**config.mk**
```make
export PLATFORM = sky130hd
export DESIGN_NAME = prbs_ber_monitor
export DESIGN_NICKNAME = d
export VERILOG_FILES = /design/src/rtl/prbs_ber_monitor.sv
export SDC_FILE = /design/constraint.sdc
export NUM_CORES = 1
export LEC_CHECK = 0
export BUFFER_PORTS_ARGS = -buffer_cell sky130_fd_sc_hd__clkbuf_2
export CAP_MARGIN = 20
export CELL_PAD_IN_SITES_DETAIL_PLACEMENT = 1
export CELL_PAD_IN_SITES_GLOBAL_PLACEMENT = 2
export CORE_MARGIN = 2
export CORE_UTILIZATION = 35
export CTS_BUF_LIST = sky130_fd_sc_hd__clkbuf_4 sky130_fd_sc_hd__clkbuf_8
export DETAILED_ROUTE_END_ITERATION = 8
export PLACE_DENSITY_LB_ADDON = 0.1
export SETUP_SLACK_MARGIN = 0.5
export SYNTH_ARGS = -nofsm -noshare
export SYNTH_HDL_FRONTEND = slang
export SYNTH_SLANG_ARGS = --single-unit
```
**constraint.sdc**
```tcl
create_clock -name clk -period 3.94 [get_ports clk]
set_input_delay 0.591 -clock clk [delete_from_list [all_inputs] [get_ports clk]]
set_output_delay 0.591 -clock clk [all_outputs]
set_load 0.03 [all_outputs]
```
**src/rtl/prbs_ber_monitor.sv**
```systemverilog
// PRBS bit-error-rate monitor: self-seeding LFSR checker with lock/loss-of-lock FSM and saturating counters.
// Optional relock event counter enabled by defining PRBS_BER_MONITOR_RELOCK_CNT_EN.

module prbs_lane_cell #(
  parameter int ORDER = 31,
  parameter int TAP   = 28,
  parameter int LW    = 5
) (
  input  logic             seed_en,
  input  logic [ORDER-1:0] h_in,
  input  logic [LW-1:0]    ld_in,
  input  logic             d,
  output logic [ORDER-1:0] h_out,
  output logic [LW-1:0]    ld_out,
  output logic             err
);
  logic pred, load;
  assign pred   = h_in[ORDER-1] ^ h_in[TAP-1];
  assign load   = seed_en && (ld_in < LW'(ORDER));
  // While seeding, history takes received bits; otherwise it follows its own prediction.
  assign h_out  = {h_in[ORDER-2:0], load ? d : pred};
  assign ld_out = load ? ld_in + LW'(1) : ld_in;
  assign err    = !load && (d ^ pred);
endmodule

module prbs_ber_monitor #(
  parameter int LANES          = 1,
  parameter int PRBS_ORDER     = 31,
  parameter int COUNT_WIDTH    = 32,
  parameter int LOCK_COUNT     = 64,
  parameter int LOSS_WINDOW    = 256,
  parameter int LOSS_THRESHOLD = 32
) (
  input  logic                   clk,
  input  logic                   rst,
  input  logic [LANES-1:0]       data_in,
  input  logic                   data_in_valid,
  input  logic                   clear,
  output logic [COUNT_WIDTH-1:0] total_bits,
  output logic [COUNT_WIDTH-1:0] total_bit_errors,
  output logic                   locked,
  output logic                   saturated
`ifdef PRBS_BER_MONITOR_RELOCK_CNT_EN
  ,
  output logic [15:0]            relock_count
`endif
);
  localparam int TAP = (PRBS_ORDER == 7)  ? 6  :
                       (PRBS_ORDER == 15) ? 14 :
                       (PRBS_ORDER == 23) ? 18 : 28;
  localparam int LW  = $clog2(PRBS_ORDER + 1);
  localparam int PW  = $clog2(LANES + 1);
  localparam int RW  = $clog2(LOCK_COUNT + 1);
  localparam int WW  = $clog2(LOSS_WINDOW + 1);
  localparam int EW  = $clog2(LOSS_THRESHOLD + LANES + 1);
  localparam int CW1 = COUNT_WIDTH + 1;

  typedef enum logic [1:0] {SEED, VERIFY, LOCKED} state_t;

  state_t                   state;
  logic [PRBS_ORDER-1:0]    lfsr;
  logic [LW-1:0]            load_cnt;
  logic [RW-1:0]            run_cnt;
  logic [WW-1:0]            win_words;
  logic [EW-1:0]            win_errs;

  logic [LANES:0][PRBS_ORDER-1:0] h_chain;
  logic [LANES:0][LW-1:0]         ld_chain;
  logic [LANES-1:0]               err_bit;
  logic [PW-1:0]                  nerr;
  logic                           mis, loss;
  logic [EW-1:0]                  win_err_nxt;
  logic [COUNT_WIDTH:0]           bits_sum, errs_sum;
  logic [COUNT_WIDTH-1:0]         bits_nxt, errs_nxt;

  assign h_chain[0]  = lfsr;
  assign ld_chain[0] = load_cnt;

  // Bit 0 is earliest in time, so the chain walks lanes from 0 upward.
  genvar gi;
  generate
    for (gi = 0; gi < LANES; gi++) begin : g_lane
      prbs_lane_cell #(.ORDER(PRBS_ORDER), .TAP(TAP), .LW(LW)) u_cell (
        .seed_en (state == SEED),
        .h_in    (h_chain[gi]),
        .ld_in   (ld_chain[gi]),
        .d       (data_in[gi]),
        .h_out   (h_chain[gi+1]),
        .ld_out  (ld_chain[gi+1]),
        .err     (err_bit[gi])
      );
    end
  endgenerate

  always_comb begin
    nerr = '0;
    for (int i = 0; i < LANES; i++) nerr = nerr + PW'(err_bit[i]);
  end

  assign mis         = (nerr != '0);
  assign win_err_nxt = win_errs + EW'(nerr);
  assign loss        = data_in_valid && (state == LOCKED) && (win_err_nxt > EW'(LOSS_THRESHOLD));
  assign bits_sum    = {1'b0, total_bits} + CW1'(LANES);
  assign errs_sum    = {1'b0, total_bit_errors} + CW1'(nerr);
  assign bits_nxt    = bits_sum[COUNT_WIDTH] ? '1 : bits_sum[COUNT_WIDTH-1:0];
  assign errs_nxt    = errs_sum[COUNT_WIDTH] ? '1 : errs_sum[COUNT_WIDTH-1:0];

  always_ff @(posedge clk or posedge rst) begin
    if (rst) begin
      state     <= SEED;
      lfsr      <= '0;
      load_cnt  <= '0;
      run_cnt   <= '0;
      win_words <= '0;
      win_errs  <= '0;
      locked    <= 1'b0;
    end else if (data_in_valid) begin
      lfsr <= h_chain[LANES];
      case (state)
        SEED: begin
          if (ld_chain[LANES] == LW'(PRBS_ORDER)) begin
            // Excess bits of the final seed word already failed: reseed from scratch.
            if (mis) load_cnt <= '0;
            else begin
              load_cnt <= ld_chain[LANES];
              run_cnt  <= '0;
              state    <= VERIFY;
            end
          end else begin
            load_cnt <= ld_chain[LANES];
          end
        end
        VERIFY: begin
          if (mis) begin
            state    <= SEED;
            load_cnt <= '0;
            run_cnt  <= '0;
          end else if (run_cnt == RW'(LOCK_COUNT - 1)) begin
            state     <= LOCKED;
            locked    <= 1'b1;
            run_cnt   <= '0;
            win_words <= '0;
            win_errs  <= '0;
          end else begin
            run_cnt <= run_cnt + RW'(1);
          end
        end
        LOCKED: begin
          if (loss) begin
            state     <= SEED;
            locked    <= 1'b0;
            load_cnt  <= '0;
            win_words <= '0;
            win_errs  <= '0;
          end else if (win_words == WW'(LOSS_WINDOW - 1)) begin
            win_words <= '0;
            win_errs  <= '0;
          end else begin
            win_words <= win_words + WW'(1);
            win_errs  <= win_err_nxt;
          end
        end
        default: state <= SEED;
      endcase
    end
  end

  always_ff @(posedge clk or posedge rst) begin
    if (rst) begin
      total_bits       <= '0;
      total_bit_errors <= '0;
      saturated        <= 1'b0;
    end else if (clear) begin
      total_bits       <= '0;
      total_bit_errors <= '0;
      saturated        <= 1'b0;
    end else if (data_in_valid && (state == LOCKED)) begin
      total_bits       <= bits_nxt;
      total_bit_errors <= errs_nxt;
      saturated        <= saturated | (&bits_nxt) | (&errs_nxt);
    end
  end

`ifdef PRBS_BER_MONITOR_RELOCK_CNT_EN
  always_ff @(posedge clk or posedge rst) begin
    if (rst)                                  relock_count <= '0;
    else if (clear)                           relock_count <= '0;
    else if (loss && (relock_count != 16'hFFFF)) relock_count <= relock_count + 16'd1;
  end
`endif
endmodule
```
==> results.yml <==
run_status:
  outcome: "completed"
grt:
  grt_pass1_wl_um: 37800
  grt_max_degree: 127
  antenna_found_initial: 0
  grt_pass1_vias: 7070
  grt_use_total: 0.213
  grt_overflow: 0
cells_and_area:
  nFillCells: 2455
  diodes: 0
  post_route_cells_drive_above_1_share: 0.215
  design_area_mm2: 0.00859
  fin_nets: 899
  area_growth_pct: 16.4
power_and_ir_drop:
  powerDensity_mw_per_mm2: 420
  vdd_drop_max_v: 0.000271
  p_leak_nw: 3.51
  switching_power_mw: 1.31
  sw_frac_of_total: 0.361
  power_mw: 3.61
  seq_power_share: 0.448
  comb_power_share: 0.223
  p_int_mw: 2.31
  clock_power_share: 0.329
synth:
  synth_top_family_by_area: "simple AND/OR/NAND/NOR gates"
  synthCells: 810
  ys_seq_elements: 126
  yosysWarnings: 0
  synthAdderAreaFrac: 0.0203
  synth_mux_area_frac: 0.0568
  synth_edf_count: 0
  synth_flop_cell: "dfrtp_1"
  yosys.area_share.xor_xnor: 0.0309
  syn_area_per_cell_um2: 9.11
  postSynth.asyncResetShare: 1.00
  syn_nets: 827
  synth-simple-area-share: 0.252
  ys_types: 62
  synth.cell_area_mm2: 0.00738
  yosysSeqAreaShare: 0.427
  synth_compound_area_frac: 0.178
sta:
  fmax_mhz: 312
  slew_headroom: 0.445
  fin_crit_ps: 3200
  finalCritPeriodShare: 0.812
  worst_pin_slew_ps: 832
  rsz0062_at_grt: "no"
  finalMaxSlewViolations: 0
  skew_ps: 18.5
  tns_ps: 0
  finalWorstSetupSlack_ps: 739
  setup-violations-final: 0
  hold_violations: 0
drt:
  drt_iter0_markers: 265
  num_vias: 6745
  drc: 0
  wl_per_cell_um: 19.3
  routed_wl_um: 22600
  drt.antenna.violating_nets: 0
  viasPerCell: 5.76
  dr.pass1.iters: 4
critical_path:
  cp_slowest_cell: "dfrtp_1"
  r2r_end: "saturated$_DFFE_PP0P_"
  setup.worst_path.class: "flop to flop"
  start_kind: "flop"
  worstPathRequired_ps: 4330
  r2r_cells: 14
  reg2reg_from: "lfsr[30]$_DFFE_PP0P_"
  cp.arrival_ps: 3590
  cp_max_fo: 7
  end_kind: "flop"
  crit_chain: "xor2_1, xor2_1, nand2_1, inv_2, ha_2, and3_2, nand4_1, buf_4, nor3_1, buf_4, xnor2_1, nor4_1, a31oi_1, nand3_1"
  reg2reg_slack_ps: 740
  max_stage_delay_ps: 400
cts:
  clock_sinks: 126
  clk_latency_ps: 460
  postCtsHoldBufs: 0
  cts_tree: "yes"
  max-clock-path-buffers: 2
  clk_pin_slew_ps: 100
  cts-root-buf: "clkbuf_8"
  cts-buffers-inserted: 17
  h-tree-depth: 4
placed_design:
  pre_cts_ws_ps: 307
  gp_congestion: 0.829
  placed_cell_area_mm2: 0.00806
  hpwl_um: 15400
  portBuffers: 70
floorplan:
  core_area_mm2: 0.0209
  start_util: 0.353
  fp.dieH_um: 149
  ios: 71
  dieArea_mm2: 0.0223
  placementRows: 53
  fp.dieW_um: 149
min_path:
  hold_class: "input pin to asynchronous set/reset pin"
run:
  maxCapViolCount: 0
==> through the flow <==
stage / utilization / hold slack [ps] / instances
final: 0.411 / 287 / 1170
after global placement: 0.385 / 465 / 1129
after floorplan: - / 445 / 810
after global routing: 0.411 / 363 / 1170
after detailed placement: 0.386 / 474 / 1130
after CTS: 0.407 / 358 / 1164
==> synthesized netlist by cell type (5+ instances only) <==
| cell type | n | area (um2) |
|---|---|---|
| buf_2 | 10 | 50.1 |
| mux2_2 | 31 | 349 |
| and4_1 | 10 | 87.6 |
| xnor2_1 | 16 | 140 |
| and2_1 | 7 | 43.8 |
| nand4_1 | 30 | 188 |
| dfrtp_1 | 126 | 3150 |
| clkbuf_1 | 30 | 113 |
| mux2i_1 | 7 | 70.1 |
| o21ai_0 | 48 | 240 |
| nor2_1 | 73 | 274 |
| a31oi_1 | 15 | 93.8 |
| nor4_1 | 11 | 68.8 |
| nand2b_1 | 8 | 50.1 |
| and3_1 | 22 | 138 |
| inv_1 | 17 | 63.8 |
| nor3_1 | 38 | 190 |
| xor2_1 | 10 | 87.6 |
| a21oi_1 | 48 | 240 |
| nand2_1 | 64 | 240 |
| a311oi_1 | 23 | 201 |
| o21bai_1 | 6 | 45.0 |
| ha_1 | 12 | 150 |
| or3_1 | 5 | 31.3 |
| or4_1 | 5 | 37.5 |
| nand3_1 | 45 | 225 |
| a211oi_1 | 16 | 120 |
==> flip-flops by register name, summed over array words and instances, names as in the netlist <==
signal / count
saturated: 1
total_bit_errors: 32
win_errs: 6
total_bits: 32
locked: 1
load_cnt: 5
win_words: 9
run_cnt: 7
state: 2
lfsr: 31
==> placed cells by master, fill, tap and decap left out, types with 10 or more instances in the layout <==
cell / n
xnor2_1: 16
mux2_2: 31
nand3_1: 43
o21ai_0: 47
and4_1: 10
nand4_1: 30
clkbuf_2: 70
dfrtp_1: 126
inv_1: 15
nor3_1: 37
buf_4: 28
clkbuf_8: 17
a311oi_1: 23
nor2_1: 73
ha_1: 11
and3_1: 21
a21oi_1: 48
a31oi_1: 15
a211oi_1: 16
xor2_1: 10
nand2_1: 64
nor4_1: 10
==> cell families after synthesis <==
| logic type | after synthesis |
|---|---|
| multiplexers | 38 |
| AO/OA/AOI/OAI | 197 |
| XOR/XNOR | 26 |
| buffers and inverters | 63 |
| AND/OR/NAND/NOR | 348 |
| adder cells (fa/ha/maj) | 12 |
| flip-flops | 126 |
==> power groups by stage <==
stage | Clock [mW] | Sequential, mW | Combinational [mW]
floorplan | 0 | 1.60 | 0.580
global placement | 0 | 1.63 | 0.762
detailed placement | 0 | 1.64 | 0.796
CTS | 1.23 | 1.62 | 0.805
global route | 1.28 | 1.65 | 0.903
finish | 1.19 | 1.62 | 0.804
==> critical path: cells and delay by family (launching register included) <==
family          cells  cell delay (ps)
fa+ha+maj           1              270
simple gates        6             1230
flops               1              400
buf+inv             3              540
compound gates      1              160
xor+xnor            3              510
==> timing repair <==
| item | 4_1_cts | 5_1_grt |
|---|---|---|
| resized for setup | 2 | 12 |
| setup endpoints to repair | 17 | 40 |
| buffers inserted | 2 | 6 |
| pin swaps | 1 | 4 |
| endpoints found under the hold margin | 0 | 0 |
==> worst max-delay path by stage <==
| stage | from | endpoint | cells after the start |
|---|---|---|---|
| after floorplan | state[0]$_DFFE_PP0P_ | load_cnt[2]$_DFFE_PP0P_ | 15 |
| after global placement | data_in | total_bit_errors[20]$_DFFE_PP0P_ | 12 |
| after detailed placement | data_in | total_bit_errors[20]$_DFFE_PP0P_ | 12 |
| after CTS | load_cnt[2]$_DFFE_PP0P_ | total_bit_errors[20]$_DFFE_PP0P_ | 12 |
| after global routing | lfsr[30]$_DFFE_PP0P_ | saturated$_DFFE_PP0P_ | 14 |
| final | lfsr[30]$_DFFE_PP0P_ | saturated$_DFFE_PP0P_ | 14 |
==> per-layer routing <==
layer | part of all wire | vias up | track usage
met5 | 0 | - | 0
met4 | 0.012 | 0 | 0.0557
met3 | 0.030 | 25 | 0.0413
met2 | 0.49 | 101 | 0.359
met1 | 0.47 | 3429 | 0.280
li1 | - | 3190 | -
==> cell type report <==
| class | instances | area, um2 | share of cell area |
|---|---|---|---|
| clock buffer | 17 | 234 | 0.0272 |
| clock inverter | 15 | 181 | 0.0211 |
| inverter | 17 | 67.6 | 0.00787 |
| multi-input combinational | 621 | 4030 | 0.469 |
| sequential | 126 | 3150 | 0.367 |
| tap | 275 | 344 | 0.0401 |
| timing repair buffer | 99 | 581 | 0.0676 |
Note: power is estimated with default switching activity, not from simulation.
